File: config.mk
export PLATFORM = sky130hd
export DESIGN_NAME = mem_stat_scanner_flat
export DESIGN_NICKNAME = d
export VERILOG_FILES = /design/src/rtl/mem_stat_scanner_if.sv /design/src/rtl/mem_stat_scanner.sv /design/src/flat_wrapper.sv
export SDC_FILE = /design/constraint.sdc
export NUM_CORES = 1
export LEC_CHECK = 0
export ABC_AREA = 0
export CAP_MARGIN = 20
export CELL_PAD_IN_SITES_DETAIL_PLACEMENT = 1
export CELL_PAD_IN_SITES_GLOBAL_PLACEMENT = 1
export CORE_UTILIZATION = 40
export DETAILED_ROUTE_END_ITERATION = 7
export PLACE_DENSITY = 0.74
export SETUP_SLACK_MARGIN = 0.1
export SKIP_LAST_GASP = 1
export SYNTH_ARGS = -nofsm -noshare
export SYNTH_HDL_FRONTEND = slang
export SYNTH_SLANG_ARGS = --single-unit
File: constraint.sdc
create_clock -name CLK -period 1.9 [get_ports CLK]
set_input_delay 0.19 -clock CLK [delete_from_list [all_inputs] [get_ports CLK]]
set_output_delay 0.19 -clock CLK [all_outputs]
set_load 0.01 [all_outputs]
File: src/rtl/mem_stat_scanner_if.sv
// mem_stat_scanner_if: request, result and memory-read signals of the range statistics scanner.
`default_nettype none

interface mem_stat_scanner_if;
  logic       Start;
  logic [7:0] Base_addr;
  logic [7:0] Count;
  logic [7:0] Mem_addr;
  logic       Mem_we;
  logic [7:0] Mem_data;
  logic [7:0] Max_out;
  logic [7:0] Min_out;
  logic [7:0] Avg_out;
  logic       Busy;
  logic       Done;

  modport master (
    output Start, Base_addr, Count, Mem_data,
    input  Mem_addr, Mem_we, Max_out, Min_out, Avg_out, Busy, Done
  );

  modport slave (
    input  Start, Base_addr, Count, Mem_data,
    output Mem_addr, Mem_we, Max_out, Min_out, Avg_out, Busy, Done
  );
endinterface

`default_nettype wire

File: src/rtl/mem_stat_scanner.sv
// mem_stat_scanner: scans Count bytes of a registered-read memory and reports max, min and average.
// Optional macro STAT_ROUND_EN: round the average half-up instead of truncating.
`default_nettype none

module mem_stat_scanner (
  input  wire logic         CLK,
  input  wire logic         Reset_n,
  mem_stat_scanner_if.slave bus
);

  typedef enum logic [1:0] {
    IDLE = 2'd0,
    SCAN = 2'd1,
    DIV  = 2'd2,
    FIN  = 2'd3
  } state_t;

  state_t      state;
  logic [7:0]  addr;
  logic [7:0]  count_lat;
  logic [7:0]  remaining;
  logic        first_beat;
  logic [7:0]  max_acc;
  logic [7:0]  min_acc;
  logic [15:0] sum;
  logic [15:0] quo;
  logic [7:0]  rem;
  logic [3:0]  iter;
  logic [7:0]  max_q;
  logic [7:0]  min_q;
  logic [7:0]  avg_q;
  logic        busy_q;
  logic        done_q;

  logic [15:0] sum_next;
  logic [15:0] div_seed;
  logic [8:0]  rem_shift;
  logic        rem_ge;
  logic [7:0]  rem_diff;

  always_comb begin
    sum_next = sum + {8'd0, bus.Mem_data};
`ifdef STAT_ROUND_EN
    div_seed = sum_next + {9'd0, count_lat[7:1]};
`else
    div_seed = sum_next;
`endif
    rem_shift = {rem, quo[15]};
    rem_ge    = (rem_shift >= {1'b0, count_lat});
    // When rem_shift >= divisor the true difference is below 256, so 8-bit wrap is exact.
    rem_diff  = rem_shift[7:0] - count_lat;
  end

  always_ff @(posedge CLK or negedge Reset_n) begin
    if (!Reset_n) begin
      state      <= IDLE;
      addr       <= 8'd0;
      count_lat  <= 8'd0;
      remaining  <= 8'd0;
      first_beat <= 1'b0;
      max_acc    <= 8'd0;
      min_acc    <= 8'd0;
      sum        <= 16'd0;
      quo        <= 16'd0;
      rem        <= 8'd0;
      iter       <= 4'd0;
      max_q      <= 8'd0;
      min_q      <= 8'd0;
      avg_q      <= 8'd0;
      busy_q     <= 1'b0;
      done_q     <= 1'b0;
    end else begin
      done_q <= 1'b0;
      case (state)
        IDLE: begin
          if (bus.Start) begin
            count_lat <= bus.Count;
            if (bus.Count != 8'd0) begin
              addr       <= bus.Base_addr;
              remaining  <= bus.Count;
              first_beat <= 1'b1;
              max_acc    <= 8'h00;
              min_acc    <= 8'hFF;
              sum        <= 16'd0;
              busy_q     <= 1'b1;
              state      <= SCAN;
            end else begin
              state <= FIN;
            end
          end
        end

        SCAN: begin
          addr <= addr + 8'd1;
          // The first SCAN edge only presents Base_addr to memory; data arrives one edge later.
          if (first_beat) begin
            first_beat <= 1'b0;
          end else begin
            if (bus.Mem_data > max_acc) max_acc <= bus.Mem_data;
            if (bus.Mem_data < min_acc) min_acc <= bus.Mem_data;
            sum       <= sum_next;
            remaining <= remaining - 8'd1;
            if (remaining == 8'd1) begin
              quo   <= div_seed;
              rem   <= 8'd0;
              iter  <= 4'd0;
              state <= DIV;
            end
          end
        end

        DIV: begin
          quo  <= {quo[14:0], rem_ge};
          rem  <= rem_ge ? rem_diff : rem_shift[7:0];
          iter <= iter + 4'd1;
          if (iter == 4'd15) begin
            busy_q <= 1'b0;
            state  <= FIN;
          end
        end

        FIN: begin
          if (count_lat == 8'd0) begin
            max_q <= 8'd0;
            min_q <= 8'd0;
            avg_q <= 8'd0;
          end else begin
            max_q <= max_acc;
            min_q <= min_acc;
            avg_q <= quo[7:0];
          end
          done_q <= 1'b1;
          state  <= IDLE;
        end

        default: state <= IDLE;
      endcase
    end
  end

  assign bus.Mem_addr = addr;
  assign bus.Mem_we   = 1'b0;
  assign bus.Max_out  = max_q;
  assign bus.Min_out  = min_q;
  assign bus.Avg_out  = avg_q;
  assign bus.Busy     = busy_q;
  assign bus.Done     = done_q;

endmodule

`default_nettype wire

File: src/flat_wrapper.sv
// flat-port wrapper written by rule: the top's interface ports become plain ports
module mem_stat_scanner_flat 
  (CLK, Reset_n, bus_Start, bus_Base_addr, bus_Count, bus_Mem_data, bus_Mem_addr, bus_Mem_we, bus_Max_out, bus_Min_out, bus_Avg_out, bus_Busy, bus_Done);
  mem_stat_scanner_if bus_i ();
  input  wire logic CLK;
  input  wire logic Reset_n;
  input wire logic [$bits(bus_i.Start)-1:0] bus_Start;
  input wire logic [$bits(bus_i.Base_addr)-1:0] bus_Base_addr;
  input wire logic [$bits(bus_i.Count)-1:0] bus_Count;
  input wire logic [$bits(bus_i.Mem_data)-1:0] bus_Mem_data;
  output wire logic [$bits(bus_i.Mem_addr)-1:0] bus_Mem_addr;
  output wire logic [$bits(bus_i.Mem_we)-1:0] bus_Mem_we;
  output wire logic [$bits(bus_i.Max_out)-1:0] bus_Max_out;
  output wire logic [$bits(bus_i.Min_out)-1:0] bus_Min_out;
  output wire logic [$bits(bus_i.Avg_out)-1:0] bus_Avg_out;
  output wire logic [$bits(bus_i.Busy)-1:0] bus_Busy;
  output wire logic [$bits(bus_i.Done)-1:0] bus_Done;
  assign bus_i.Start = bus_Start;
  assign bus_i.Base_addr = bus_Base_addr;
  assign bus_i.Count = bus_Count;
  assign bus_i.Mem_data = bus_Mem_data;
  assign bus_Mem_addr = bus_i.Mem_addr;
  assign bus_Mem_we = bus_i.Mem_we;
  assign bus_Max_out = bus_i.Max_out;
  assign bus_Min_out = bus_i.Min_out;
  assign bus_Avg_out = bus_i.Avg_out;
  assign bus_Busy = bus_i.Busy;
  assign bus_Done = bus_i.Done;
  mem_stat_scanner u_core (.CLK(CLK), .Reset_n(Reset_n), .bus(bus_i));
endmodule
# --- Word-level counts from Yosys, hierarchy flattened ---
# Cells that the tools add are included.
word_totals:
  reg_bits: 113
  wordCells: 96
classes:
  muxes: 46
  addsub: 5
  magnitude_cmp: 3
  n_reduce_logical: 14
  n_eq_ne: 12
op_table:
  columns: ["cell", "count"]
  rows:
  - ["$mux 8", 19]
  - ["$mux 16", 5]
  - ["$pmux 8 s2", 5]
  - ["$pmux 16 s2", 2]
  - ["$add 16x8->16", 1]
  - ["$reduce_and 4->1", 3]
  - ["$mux 2", 5]
  - ["$ne 2x1->1 const B", 5]
  - ["$reduce_and 5->1", 2]
  - ["$ge 9x8->1", 1]
  - ["$add 8x1->8 const B", 1]
  - ["$eq 8x1->1 const B", 1]
  - ["$gt 8x8->1", 1]
  - ["$logic_not 8->1", 1]
  - ["$lt 8x8->1", 1]
  - ["$mux 4", 2]
  - ["$pmux 2 s4", 1]
  - ["$pmux 4 s2", 1]
  - ["$reduce_bool 8->1", 1]
  - ["$sub 8x1->8 const B", 1]
  - ["$sub 8x8->8", 1]
  - ["$reduce_and 3->1", 2]
  - ["$reduce_bool 2->1", 3]
  - ["$add 4x1->4 const B", 1]
  - ["other kinds (8)", 14]

# --- Longest topological paths before layout ---
# Gate-level depths: netlist (run 1).
logic_depth:
  word_depth: 4
  depth_mapped: 10
  mapped_depth_nobuf: 9

# --- Least setup slack after synthesis (run 1) ---
# Ideal clock, no wire load.
synth_timing:
  path_kind: "register to register"
  from: "reg u_core.state[0]"
  to: "reg u_core.remaining[3]"
  n_path_buf: 2
  t_arrival_ps: 1887
  path_stages_with_launch: 9
  t_required_ps: 1774
  path_slack_ps: -113
  path_cell_list: "dfrtp_1 -> inv_1 -> ha_1 -> buf_4 -> nor2b_4 -> a41oi_4 -> o211ai_4 -> buf_2 -> a221o_1"
synth_between:
  elab_chain_len: 3
  word_cells_on_any_way: 8
  cone_classes: "eq/ne (4); mux (1); reduce/logical (3)"
synth_lines:
  columns: ["item", "line", "rtl"]
  rows:
  - ["start: declaration", "mem_stat_scanner.sv:18", "state_t state;"]
  - ["start signal: assignment", "mem_stat_scanner.sv:56", "state <= IDLE;"]
  - ["start signal: assignment", "mem_stat_scanner.sv:86", "state <= SCAN;"]
  - ["start signal: assignment", "mem_stat_scanner.sv:88", "state <= FIN;"]
  - ["$eq 2x1->1 or $logic_not 2->1 (tied branches)", "mem_stat_scanner.sv:74", "case (state)"]
  - ["$ne 2x2->1 (no line) (tied with other cells)", null, null]
  - ["$reduce_and 4->1 (no line)", null, null]
  - ["end signal: assignment", "mem_stat_scanner.sv:80", "remaining <= bus.Count;"]
  - ["end signal: assignment", "mem_stat_scanner.sv:102", "remaining <= remaining - 8'd1;"]
  - ["end: declaration", "mem_stat_scanner.sv:21", "logic [7:0] remaining;"]
# Parallel ways exist; a longest one is shown, timed or not.
# A chain may end at the register's enable or synchronous reset.

# --- Final worst setup path (run 1) ---
layout_timing:
  from: "reg u_core.sum[0]"
  to: "reg u_core.quo[6]"
layout_between:
  elab_chain_len: 4
layout_lines:
  columns: ["item", "line", "rtl"]
  rows:
  - ["start: declaration", "mem_stat_scanner.sv:25", "logic [15:0] sum;"]
  - ["start signal: assignment", "mem_stat_scanner.sv:101", "sum <= sum_next;"]
  - ["$add 16x8->16", "mem_stat_scanner.sv:42", "sum_next = sum + {8'd0, bus.Mem_data};"]
  - ["$mux 16", "mem_stat_scanner.sv:103", "if (remaining == 8'd1) begin"]
  - ["$mux 16", "mem_stat_scanner.sv:96", "if (first_beat) begin"]
  - ["$pmux 16 s2", "mem_stat_scanner.sv:74", null]
  - ["end signal: assignment", "mem_stat_scanner.sv:104", "quo <= div_seed;"]
  - ["end signal: assignment", "mem_stat_scanner.sv:113", "quo <= {quo[14:0], rem_ge};"]
  - ["end: declaration", "mem_stat_scanner.sv:26", "logic [15:0] quo;"]
# No other way between the ends. The select of a mux whose other input is x is not followed.

==> impl_metrics.toml, run 1 <==
[sta]
tightest_slew_ns = 0.512
hold_violations = 0
rsz0062_at_grt = "yes"
slew-limit-headroom = 0.655
fin_crit_sh = 1.15
skew_ns = 0.0104
fin_crit_ns = 2.18
maxSlewViolCount = 0
fmax_mhz = 458
setup_violations = 58
fin_ws_ns = -0.284

[grt]
grt_max_degree = 64
grt_use_met1 = 0.339
grtUsageMet3 = 0.0455
grt_pass1_wl_um = 38100
grt_pass1_vias = 7092
grt_util_met2 = 0.570
track_usage = 0.307
antenna_found_initial = 0
grt-ovfl-total = 0
grt.busiest_layer = "met2"

[logic_synthesis]
synth_nets = 744
synth_most_common_cell = "dfrtp_1"
yosysTopAreaCellShare = 0.447
dominantRegCellSynth = "dfrtp_1"
ys_warn_count = 0
async_flop_share = 1.00
synth_edf_count = 0
synth_top_area_cell = "dfrtp_1"
ys_seq_area_frac = 0.447
synth_common_cells = "dfrtp_1, nand2_1, o21ai_0"
syn_avg_cell_area_um2 = 9.36
synth-seq-cells = 113
synth.distinct_cells = 62
synthCells = 676
synth.area.top_cells = "dfrtp_1, ha_1, o21ai_0, nand2_1, inv_1"
syn_area_um2 = 6330

[cts]
clk_latency_ns = 0.43
clock_sinks = 113
cts-buffers-inserted = 17
clk_pin_slew_worst_paths_ns = 0.06
h-tree-depth = 4
clockBufferDepth = 2
cts_tree = "done"
cts_root_buf = "clkbuf_16"

[route]
drt_iter0_drc = 367
vias_per_cell = 5.81
drc = 0
vias = 6444
routedWlPerCell_um = 23.9
firstDrtPassIters = 5
drt-total-wl_um = 26500
ant_nets = 0

[finish]
syn_to_final_growth_pct = 57.1
antenna_cells = 0
nNetsFinal = 954
final_area_um2 = 9940
drive_gt1_frac = 0.348

[floorplanning]
dieArea_um2 = 16300
core_area_um2 = 15300
die_h_um = 128
initial_core_util = 0.413
ios = 62
rows = 45
die_w_um = 128

[outcome]
violations = "negative setup slack"
outcome = "complete, but fails checks"

[min_path]
min_path_type = "input port to asynchronous set/reset pin"

[worst_setup_path]
crit_required_ns = 2.21
cp-start-kind = "register"
critPathMaxFanout = 2
arrival_ns = 2.49
worst_setup_path_end_kind = "register"
critPathKind = "register to register"

[place]
place_congestion = 0.852
dp_hpwl_um = 13900
pre_cts_ws_ns = -0.556
dpl_cell_area_um2 = 8050
io_buffers = 60

[run]
maxCapViolCount = 0

[power_and_ir_drop]
power_leakage_uw = 0.00452
vdd_drop_max_mv = 1.06
powerDensity_nw_per_um2 = 2080
## metal layers
layer | share of wire | vias to the layer above
met4 | 0.050 | 0
met1 | 0.37 | 3286
met2 | 0.54 | 232
li1 | - | 2832
met3 | 0.039 | 94
met5 | 0 | -
## report_power, final
group | switching (uW) | total, uW | internal, uW | leakage (uW)
combinational | 6510 | 12700 | 6210 | 0.00279
sequential | 904 | 4320 | 3410 | 0.00141
clock | 1200 | 3660 | 2460 | 0.000323
total | 8610 | 20700 | 12100 | 0.00452
## cell type report
cell class / instances / area (um^2)
Multi-Input combinational cell: 472 / 3840
Timing Repair Buffer: 218 / 2090
Fill cell: 1642 / 5380
Sequential cell: 113 / 2830
Inverter: 64 / 244
Tap cell: 211 / 264
Clock inverter: 9 / 176
Clock buffer: 23 / 488
## flip-flops by register name, indices dropped and copies added (netlist names), 4 cells and up
signal               cells
u_core.bus.Avg_out       8
u_core.max_acc           8
u_core.iter              4
u_core.count_lat         8
u_core.bus.Mem_addr      8
u_core.remaining         8
u_core.bus.Max_out       8
u_core.min_acc           8
u_core.sum              16
u_core.rem               8
u_core.bus.Min_out       8
u_core.quo              16
## logic make-up after synthesis
kind of cell | Yosys count | synth area share
other | 1 | 0.000593
buffers and inverters | 91 | 0.0571
and+or+nand+nor | 198 | 0.159
muxes | 23 | 0.0380
xor gates and xnor gates | 15 | 0.0208
DFF | 113 | 0.447
AOI/OAI and AO/OA | 194 | 0.194
adders and majority gates | 41 | 0.0834
## worst paths after layout
kind	start	end	slack, ns	depth (start not counted)
setup reg to reg	u_core.sum[0]	u_core.quo[6]	-0.28	9
setup / recovery	u_core.sum[0]	u_core.quo[6]	-0.28	9
hold reg to reg	u_core.quo[9]	u_core.quo[9]	0.50	2
min in group CLK	bus_Base_addr[4]	u_core.bus.Mem_addr[4]	0.40	3
max in group asynchronous	Reset_n	u_core.remaining[0]	1.24	3
hold / removal	Reset_n	u_core.quo[2]	0.32	3
## stage by stage
step	instances	util	TNS, ns	hold WS [ns]	power [uW]
3_5_place_dp	1029	0.525	-18.21	0.227	12900
3_3_place_gp	1029	0.525	-13.94	0.214	12300
6_report	1110	0.649	-7.55	0.319	20700
4_1_cts	1096	0.620	-2.04	0.340	18700
2_1_floorplan	676	-	-0.534	-0.106	8990
5_1_grt	1110	0.649	-10.23	0.348	21700
## critical path, cell delays in order (launching register included)
cell and delay, ns:
dfrtp_1 0.40, ha_4 0.18, fa_2 0.36, a21o_1 0.23, o21ai_2 0.22, buf_4 0.15
nand2_2 0.08, xor2_4 0.22, mux2i_1 0.15, o21ai_1 0.07
## what timing repair did
item	in CTS	in global routing
endpoints found under the setup margin	66	84
endpoints found under the hold margin	113	0
pin swaps	44	48
hold buffers	1	0
gates cloned	3	3
buffers inserted	34	17
resized for setup	100	84
## cell usage in the layout, fill, tap and decap left out, drive strengths merged, types with 5 or more instances in the layout
cell type,synthesis,layout
nand2,77,77
mux2i,15,15
a22oi,6,6
and4b,7,7
a21o,7,7
nor2,23,23
nand3,26,26
xnor2,11,11
mux2,8,8
or3,10,10
a22o,15,15
nand4,7,7
and3,10,10
nor3,16,16
bufinv,0,5
buf,8,155
nor2b,6,6
clkdlybuf4s50,0,57
inv,63,63
ha,39,39
a21oi,45,45
clkbuf,19,26
o21ai,74,74
dfrtp,113,113
a31oi,12,12
Power figures use the tool's default switching activity.
==> run 2: changes to the inputs <==
CORE_MARGIN = 5   (was default)
==> impl_metrics.toml, run 2 (synthesized netlist as in run 1, its figures left out) <==
[outcome]
outcome = "complete, but fails checks"
violations = "negative setup slack"

[worst_setup_path]
path_common_cell = "a41oi_4"
rr_startpoint = "u_core.state[0]"
rr_worst_depth = 8
crit_required_ns = 2.20
path_cells = "inv_2 > ha_4 > nor2b_4 > a41oi_4 > o211ai_4 > a41oi_4 > and4b_1 > a31oi_4"
regToRegSetupSlack_ns = -0.31
cp-start-kind = "register"
cpMaxStageDelayCell = "dfrtp_1"
critPathKind = "register to register"
critPathMaxFanout = 8
worst_setup_path_end_kind = "register"
arrival_ns = 2.52
slowest_delay_ns = 0.40
r2r_end = "u_core.min_acc[4]"

[grt]
grt-ovfl-total = 0
grtUsageMet3 = 0.0520
antenna_found_initial = 0
grt.busiest_layer = "met2"
grt_pass1_wl_um = 35400
track_usage = 0.247
grt_util_met2 = 0.444
grt_max_degree = 46
grt_use_met1 = 0.293
grt_pass1_vias = 6688

[place]
pre_cts_ws_ns = -0.557
place_congestion = 0.869
dp_hpwl_um = 13600
io_buffers = 60

[cts]
clockBufferDepth = 2
clk_latency_ns = 0.43
cts-buffers-inserted = 17
h-tree-depth = 4
cts_tree = "done"
clock_sinks = 113
clk_pin_slew_worst_paths_ns = 0.06
cts_root_buf = "clkbuf_16"

[route]
drt-total-wl_um = 24900
vias_per_cell = 5.68
ant_nets = 0
routedWlPerCell_um = 22.3
drt_iter0_drc = 351
drc = 0
firstDrtPassIters = 7
vias = 6346

[power_and_ir_drop]
total_power_uw = 20000
vdd_drop_max_mv = 1.21
comb_power_share = 0.618
internal-power_uw = 11600
clkPwrFrac = 0.166
pwr-share-seq = 0.216
power_leakage_uw = 0.00449
powerDensity_nw_per_um2 = 2040
switching_share = 0.420
switchingPower_uw = 8400

[min_path]
min_path_type = "input port to asynchronous set/reset pin"

[floorplanning]
rows = 46
core_area_um2 = 15700
dieArea_um2 = 18400
die_w_um = 136
ios = 62
initial_core_util = 0.403
die_h_um = 136

[sta]
fin_ws_ns = -0.314
maxSlewViolCount = 0
hold_violations = 0
fin_crit_ns = 2.21
rsz0062_at_grt = "yes"
skew_ns = 0.0117
fin_tns_setup_ns = -8.70
fin_crit_sh = 1.17
hold_ws_ns = 0.232
setup_violations = 61
fmax_mhz = 452

[run]
maxCapViolCount = 0

[finish]
antenna_cells = 0
fill_cells = 1681
final_common_cell = "buf_4"
syn_to_final_growth_pct = 55.0
nNetsFinal = 957
drive_gt1_frac = 0.331
layout_common_cells = "buf_4, dfrtp_1, nand2_1"
reg_top3 = "u_core.quo x16, u_core.sum x16"
==> run 2: layout make-up <==
type	instances	area (um^2)	share of cell area
clock buffer	19	433	0.0442
sequential	113	2830	0.289
tap	216	270	0.0276
inverter	64	244	0.0249
multi-input combinational	472	3740	0.381
timing repair buffer	221	2130	0.217
clock inverter	13	161	0.0165
==> run 2: through the flow <==
stage,cell area (um^2),cells,utilization
global placement,7980,1026,0.508
floorplan,6440,676,-
CTS,9280,1097,0.591
finish,9800,1118,0.624
global route,9800,1118,0.624
detailed placement,7980,1026,0.508
==> run 2: worst max path at each step <==
stage | startpoint | to | slack [ns]
5_1_grt | u_core.state[0] | u_core.min_acc[4] | -0.35
2_1_floorplan | u_core.state[1] | u_core.min_acc[1] | -0.06
6_report | u_core.state[0] | u_core.min_acc[4] | -0.31
4_1_cts | u_core.sum[3] | u_core.sum[10] | -0.13
3_3_place_gp | bus_Mem_data[3] | u_core.min_acc[3] | -0.46
3_5_place_dp | bus_Mem_data[3] | u_core.max_acc[2] | -0.56
==> run 2: power groups by stage <==
stage	combinational [uW]	sequential [uW]	clock [uW]
floorplan	4800	4190	0
global placement	8030	4110	0
detailed placement	8430	4170	0
CTS	10400	4190	3320
global route	13200	4400	3480
finish	12400	4310	3310
==> run 2: layer usage <==
metal	vias to the layer above	share of wire	wire [um]
li1	2829	-	-
met1	3248	0.39	9750
met2	193	0.53	13200
met3	76	0.040	997
met4	0	0.037	909
met5	-	0	0
==> run 2: repair_timing <==
action,CTS,global route
pin swaps,45,31
cloned,2,2
gates resized for setup,89,73
endpoints found under the setup margin,71,100
endpoints found under the hold margin,26,0
buffers inserted,37,20
hold buffers,1,0
==> run 2: critical path: cells and delay by family, from the launching register on <==
kind / cells / cell delay, ns
adders and majority gates: 1 / 0.17
and+or+nand+nor: 2 / 0.48
AOI/OAI and AO/OA: 4 / 0.93
buffers and inverters: 1 / 0.08
DFF: 1 / 0.40
==> run 3: changes to the inputs <==
RECOVER_POWER = 100   (was default)
==> impl_metrics.toml, run 3 (synthesized netlist as in run 1, its figures left out) <==
[outcome]
outcome = "complete, but fails checks"
violations = "negative setup slack"

[power_and_ir_drop]
power_leakage_uw = 0.00451
vdd_drop_max_mv = 1.21
total_power_uw = 19800
powerDensity_nw_per_um2 = 2030

[finish]
syn_to_final_growth_pct = 54.4
antenna_cells = 0
fin_cells = 1118
layout_common_cells = "buf_4, dfrtp_1, nand2_1"
nNetsFinal = 957
drive_gt1_frac = 0.330
reg_top3 = "u_core.quo x16, u_core.sum x16"
final_common_cell = "buf_4"

[grt]
antenna_found_initial = 0
track_usage = 0.247
grt_max_degree = 46
grt-ovfl-total = 0
grt_pass1_wl_um = 35400
grt_pass1_vias = 6688

[route]
ant_nets = 0
drt_iter0_drc = 317
route.met2.wl_um = 13300
routedWlPerCell_um = 22.2
m1WireLength_um = 9720
drt-total-wl_um = 24900
vias = 6320
wl_met3_um = 929
firstDrtPassIters = 5
top_layer_used = "met4"
drc = 0
vias_per_cell = 5.65

[sta]
setup_violations = 61
fmax_mhz = 456
skew_ns = 0.0119
rsz0062_at_grt = "yes"
slew-limit-headroom = 0.543
tightest_slew_ns = 0.686
fin_crit_ns = 2.19
hold_violations = 0
fin_ws_ns = -0.292
fin_crit_sh = 1.15
fin_tns_setup_ns = -8.09
maxSlewViolCount = 0
hold_ws_ns = 0.337

[worst_setup_path]
critPathMaxFanout = 8
critPathKind = "register to register"
worst_setup_path_end_kind = "register"
setup.worst_path.start = "u_core.state[0]"
cp-start-kind = "register"
crit_required_ns = 2.20
rr_startpoint = "u_core.state[0]"
arrival_ns = 2.49

[floorplanning]
die_w_um = 136
die_h_um = 136
initial_core_util = 0.403
dieArea_um2 = 18400
rows = 46
ios = 62
core_area_um2 = 15700

[cts]
clockBufferDepth = 2
h-tree-depth = 4
clock_sinks = 113
clk_latency_ns = 0.43
cts-buffers-inserted = 17
cts_tree = "done"
cts_root_buf = "clkbuf_16"
clk_pin_slew_worst_paths_ns = 0.06

[place]
io_buffers = 60
dp_hpwl_um = 13600
dp_cells = 1026
place_congestion = 0.869

[min_path]
min_path_type = "input port to asynchronous set/reset pin"

[run]
maxCapViolCount = 0
==> run 3: changes by cell type in the layout (fill, tap and decap cells not counted) <==
cell / change
clkdlybuf4s50_1: -31
clkbuf_4: +2
dlygate4sd3_1: +31
clkbuf_2: +3
buf_12: -2
nand2_2: -1
nand2_1: +1
buf_4: -3
==> run 3: path summary, 6_finish.rpt <==
| path | to | slack (ns) | depth (start not counted) |
|---|---|---|---|
| max in group asynchronous | u_core.rem[0] | 0.37 | 3 |
| min in group CLK | u_core.bus.Mem_addr[7] | 0.39 | 3 |
| setup / recovery | u_core.min_acc[4] | -0.29 | 8 |
| hold / removal | u_core.bus.Avg_out[1] | 0.34 | 2 |
| hold reg to reg | u_core.quo[11] | 0.49 | 2 |
| setup reg to reg | u_core.min_acc[4] | -0.29 | 8 |
==> run 3: what timing repair did <==
| item | in CTS | in global routing |
|---|---|---|
| pin swaps | 45 | 31 |
| buffers inserted | 37 | 20 |
| hold buffers | 1 | 0 |
| endpoints found under the setup margin | 71 | 100 |
| resized for setup | 89 | 73 |
| cloned | 2 | 2 |
| endpoints found under the hold margin | 26 | 0 |
==> run 3: cell type report <==
type	count	area, um^2
Sequential cell	113	2830
Inverter	64	244
Multi-Input combinational cell	472	3740
Fill cell	1685	5940
Clock inverter	13	161
Tap cell	216	270
Timing Repair Buffer	221	2090
Clock buffer	19	433
==> run 3: layer usage <==
metal / up-vias / track usage
met2: 169 / 0.444
li1: 2836 / -
met5: - / 0
met4: 0 / 0.0812
met3: 68 / 0.0520
met1: 3247 / 0.293
==> run 3: per-stage QoR <==
stage / utilization / setup WS (ns) / instance area, um^2
floorplan: - / -0.0583 / 6440
global placement: 0.508 / -0.464 / 7980
detailed placement: 0.508 / -0.557 / 7980
CTS: 0.591 / -0.126 / 9280
global route: 0.622 / -0.349 / 9770
finish: 0.622 / -0.292 / 9770
==> run 3: critical path, stage by stage, from the launching register on <==
cell and delay [ns]:
dfrtp_1 0.40, inv_2 0.08, ha_4 0.17, nor2b_4 0.13, a41oi_4 0.34, o211ai_4 0.21, a41oi_4 0.33, and4b_1 0.35
a31oi_4 0.05
==> run 3: report_power, final <==
part | internal, uW | total, uW | switching, uW
Sequential | 3410 | 4300 | 889
Clock | 2060 | 3320 | 1260
Combinational | 5980 | 12200 | 6240
Total | 11500 | 19800 | 8380
==> RTL edit 1, RTL diff (config.mk and constraints of run 3) <==
The option `STAT_ROUND_EN` is turned on by a define.
--- a/src/rtl/mem_stat_scanner.sv
+++ b/src/rtl/mem_stat_scanner.sv
@@ -1,6 +1,8 @@
 // mem_stat_scanner: scans Count bytes of a registered-read memory and reports max, min and average.
 // Optional macro STAT_ROUND_EN: round the average half-up instead of truncating.
 `default_nettype none
+
+`define STAT_ROUND_EN
 
 module mem_stat_scanner (
   input  wire logic         CLK,
Function: same outputs for any inputs over 10 cycles, from zero or initial values and one cycle with Reset_n low; that may be too few to reach the edited logic, so the function may still have changed.
==> RTL edit 1 against run 3 <==
- the run still ends with negative setup slack left
- wire length grew 73%
- critical path type unchanged
- synthesized area up 9.3%
- sequential share of layout area down 5.2 points
- maximum frequency shrank 43%
- largest cell class unchanged
- worst setup slack lost 1.6 ns
- clock skew increased by 0.0047 ns
- die area rose by 8.6%
- total power grew 35%
- final area is 22% higher
- sequential cell count is the same
- clock power is 3% higher
==> RTL edit 1: results (changes against run 3) <==
run_status:
  status: "finished, violations left"  # unchanged
  violations: "negative setup slack"  # unchanged
power_and_ir_drop:
  p_sw_frac: 0.478  # was 0.423
  p_seq_frac: 0.169  # was 0.217
  peakVddDrop_mv: 1.47  # was 1.21 mV
  leakagePower_nw: 5.22  # was 4.51 nW
  power_density_nw_per_um2: 2240  # was 2030 nW/um^2
  combinationalPowerShare: 0.703  # was 0.616
timing:
  fin_hold_ws_ns: 0.356  # was 0.337 ns
  setup_slack_ns: -1.92  # was -0.292 ns
  final-setup-viol-count: 89  # was 61
  finClkSkew_ns: 0.0166  # was 0.0119 ns
critical_path:
  cp.arrival_ns: 4.15  # was 2.49 ns
  cp_slowest_cell: "nor4_2"  # was dfrtp_1
  cp_max_fo: 3  # was 8
  cp-startpoint: "u_core.sum[0]$_DFFE_PN0P_"  # was u_core.state[0]$_DFFE_PN0P_
logic_synthesis:
  synthTopCellsByCount: "dfrtp_1 (113), nand2_1 (86), o21ai_0 (67)"  # was dfrtp_1 (113), nand2_1 (77), o21ai_0 (69)
  synthCells: 769  # was 676
  synth_nets: 846  # was 744
routing:
  drtIter0Drc: 810  # was 317
  vias: 8555  # was 6320
  postRouteWirelength_um: 42900  # was 24900 um
  firstDrtPassIters: 6  # was 5
place:
  dp_worst_setup_slack_ns: -1.56  # was -0.557 ns
  dp_hpwl_um: 17200  # was 13600 um
  place_congestion: 0.931  # was 0.869
  post-place-cells: 1182  # was 1026
clocking:
  clk_latency_ns: 0.45  # was 0.43 ns
global_routing:
  use_met3: 0.0640  # was 0.0520
  grt_pass1_wl_um: 52600  # was 35400 um
  use_met2: 0.602  # was 0.444
finish:
  fin_nets: 1144  # was 957
[RTL edit 1: cell count changes after synthesis, moves of 8 or more]
| cell | change |
|---|---|
| clkbuf_1 | +10 |
| nand2_1 | +9 |
| nor2_1 | +24 |
| o22ai_1 | +16 |
| a21oi_1 | +9 |
| or3_1 | -8 |
| a31oi_1 | -9 |
| ha_1 | +8 |
[RTL edit 1: metal layers]
metal | share of wire | wire length [um] | up-vias
li1 | - | - | 3321
met1 | 0.34 | 14600 | 4231
met2 | 0.48 | 20600 | 675
met3 | 0.076 | 3250 | 328
met4 | 0.10 | 4390 | 0
met5 | 0 | 0 | -
[RTL edit 1: logic make-up (layout without fill, tap and decap cells)]
family,Yosys count,count (layout)
and+or+nand+nor,236,236
other,1,1
buffers and inverters,97,406
AOI/OAI and AO/OA,229,229
xor gates and xnor gates,26,26
muxes,17,17
DFF,113,113
adders and majority gates,50,50
[RTL edit 1: what timing repair did]
| item | CTS | global route |
|---|---|---|
| cloned | 2 | 0 |
| endpoints found under the setup margin | 75 | 101 |
| pin swaps | 71 | 86 |
| hold buffers | 1 | 0 |
| setup buffers | 60 | 41 |
| hold endpoints to repair | 26 | 0 |
| gates resized for setup | 160 | 165 |
[RTL edit 1: final cells by class]
| type | count | area share |
|---|---|---|
| Sequential cell | 113 | 0.238 |
| Clock buffer | 26 | 0.0436 |
| Clock inverter | 4 | 0.00610 |
| Tap cell | 225 | 0.0237 |
| Multi-Input combinational cell | 559 | 0.432 |
| Timing Repair Buffer | 314 | 0.237 |
| Inverter | 62 | 0.0198 |
==> RTL edit 2, RTL diff (settings of run 3) <==
Without the edit above. Encoding of `state_t`: now one-hot (4 bits for 4 states).
--- a/src/rtl/mem_stat_scanner.sv
+++ b/src/rtl/mem_stat_scanner.sv
@@ -8,11 +8,11 @@
   mem_stat_scanner_if.slave bus
 );
 
-  typedef enum logic [1:0] {
-    IDLE = 2'd0,
-    SCAN = 2'd1,
-    DIV  = 2'd2,
-    FIN  = 2'd3
+  typedef enum logic [3:0] {
+    IDLE = 4'b0001,
+    SCAN = 4'b0010,
+    DIV  = 4'b0100,
+    FIN  = 4'b1000
   } state_t;
 
   state_t      state;
Check against the original RTL: same outputs for any inputs over 10 cycles, from zero or initial values and one cycle with Reset_n low; not proved beyond that.
==> RTL edit 2 against run 3 <==
- the run still ends with negative setup slack left
- global-route usage rose by 5.0 points
- sequential power decreased by 5.8%
- count of clock-buffer cells in the layout fell by 1
- core utilization up 4.2 points
- synthesized area grew 1.0%
- final area up 7.2%
- combinational power is 32% lower
- sequential share of layout area fell by 1.4 points
- synthesized cell count fell by 2.1%
- total power down 20%
- sequential cell count is 2 higher
- worst setup slack got worse by 0.049 ns
- wire length grew 37%
- critical path type unchanged
==> RTL edit 2: results (changes against run 3) <==
run_status:
  status: "finished, violations left"  # unchanged
  violations: "negative setup slack"  # unchanged
finish:
  drive_gt1_frac: 0.417  # was 0.330
  fin_nets: 951  # was 957
timing:
  final.setup.tns_ns: -21.27  # was -8.09 ns
  setup_slack_ns: -0.341  # was -0.292 ns
  tightest_slew_ns: 1.11  # was 0.686 ns
  fin_hold_ws_ns: 0.407  # was 0.337 ns
  final-setup-viol-count: 104  # was 61
  finClkSkew_ns: 0.0123  # was 0.0119 ns
place:
  place_congestion: 0.889  # was 0.869
  dp_hpwl_um: 15000  # was 13600 um
  dp_worst_setup_slack_ns: -0.600  # was -0.557 ns
critical_path:
  cp_max_fo: 5  # was 8
hold_path:
  hold_class: "in2reg"  # was in2async
global_routing:
  grt_max_degree: 42  # was 46
  grt_pass1_wl_um: 42200  # was 35400 um
  track_usage: 0.296  # was 0.247
  grt_pass1_vias: 7428  # was 6688
logic_synthesis:
  synthMuxAreaShare: 0.0121  # was 0.0380
  ys_seq_area_frac: 0.450  # was 0.447
  netlist_top_cells_area: "dfrtp_1 (45%), ha_1 (6.9%), a22o_1 (5.1%)"  # was dfrtp_1 (45%), ha_1 (7.7%), o21ai_0 (5.5%)
  synthTopCellsByCount: "dfrtp_1 (114), nand2_1 (53), o21ai_0 (44)"  # was dfrtp_1 (113), nand2_1 (77), o21ai_0 (69)
  synthDistinctLibCells: 68  # was 62
  synth_nets: 726  # was 744
  synth-xor-area-share: 0.0164  # was 0.0208
  synthAdderAreaFrac: 0.0748  # was 0.0834
routing:
  drtIter0Drc: 750  # was 317
  postRouteWirelength_um: 34100  # was 24900 um
  avgViaCountPerCell: 6.59  # was 5.65
power_and_ir_drop:
  peakVddDrop_mv: 1.11  # was 1.21 mV
==> RTL edit 2: logic make-up after synthesis <==
kind of cell             Yosys count
multiplexers                       7
adder cells (fa/ha/maj)           37
AO/OA/AOI/OAI                    228
flip-flops                       115
AND/OR/NAND/NOR                  186
XOR/XNOR                          12
buffers and inverters             76
other                              1
==> RTL edit 2: per-layer routing <==
layer	up-vias	GRT usage	part of all wire
li1	2930	-	-
met1	3732	0.354	0.37
met2	480	0.501	0.48
met3	208	0.0622	0.071
met4	0	0.157	0.075
met5	-	0	0
==> RTL edit 2: power by group <==
group	internal, mW	switching (mW)	leakage, nW	total, mW
clock network	2.08	1.39	0.296	3.47
logic	3.95	4.38	2.86	8.34
registers	3.19	0.861	1.38	4.05
==> RTL edit 2: layout make-up <==
type	count	area, um^2
Inverter	43	161
Clock buffer	18	429
Clock inverter	14	178
Tap cell	216	270
Fill cell	1638	5300
Multi-Input combinational cell	471	4280
Sequential cell	115	2880
Timing Repair Buffer	239	2270
==> RTL edit 2: stage by stage <==
step / cells / cell area [um^2]
2_1_floorplan: 662 / 6590
3_3_place_gp: 1010 / 8170
3_5_place_dp: 1010 / 8170
4_1_cts: 1080 / 9640
5_1_grt: 1116 / 10500
6_report: 1116 / 10500
==> RTL edit 2: path summary, 6_finish.rpt <==
path	startpoint	to	cells after the start
setup / recovery	u_core.sum[0]$_DFFE_PN0P_	u_core.quo[14]$_DFFE_PN0P_	9
hold / removal	bus_Base_addr[1]	u_core.bus.Mem_addr[1]$_DFFE_PN0P_	3
setup reg to reg	u_core.sum[0]$_DFFE_PN0P_	u_core.quo[14]$_DFFE_PN0P_	9
hold reg to reg	u_core.bus.Avg_out[0]$_DFFE_PN0P_	u_core.bus.Avg_out[0]$_DFFE_PN0P_	1
max in group asynchronous	Reset_n	u_core.state[0]$_DFFE_PN1P_	3
min in group asynchronous	Reset_n	u_core.max_acc[5]$_DFFE_PN0P_	2
==> RTL edit 2: repair_timing <==
action / CTS / global route
hold endpoints to repair: 38 / 0
endpoints found under the setup margin: 109 / 111
pin swaps: 53 / 61
resized for setup: 122 / 131
hold buffers: 1 / 0
buffers inserted: 33 / 41
cloned: 4 / 5
==> RTL edit 2: worst max-delay path, stage by stage, from the launching register on <==
cell      delay [ns]
dfrtp_2         0.44
ha_4            0.19
fa_2            0.39
a211oi_4        0.27
o211ai_1        0.14
buf_4           0.20
buf_4           0.14
nand4b_1        0.11
a21boi_2        0.17
o21ai_1         0.07
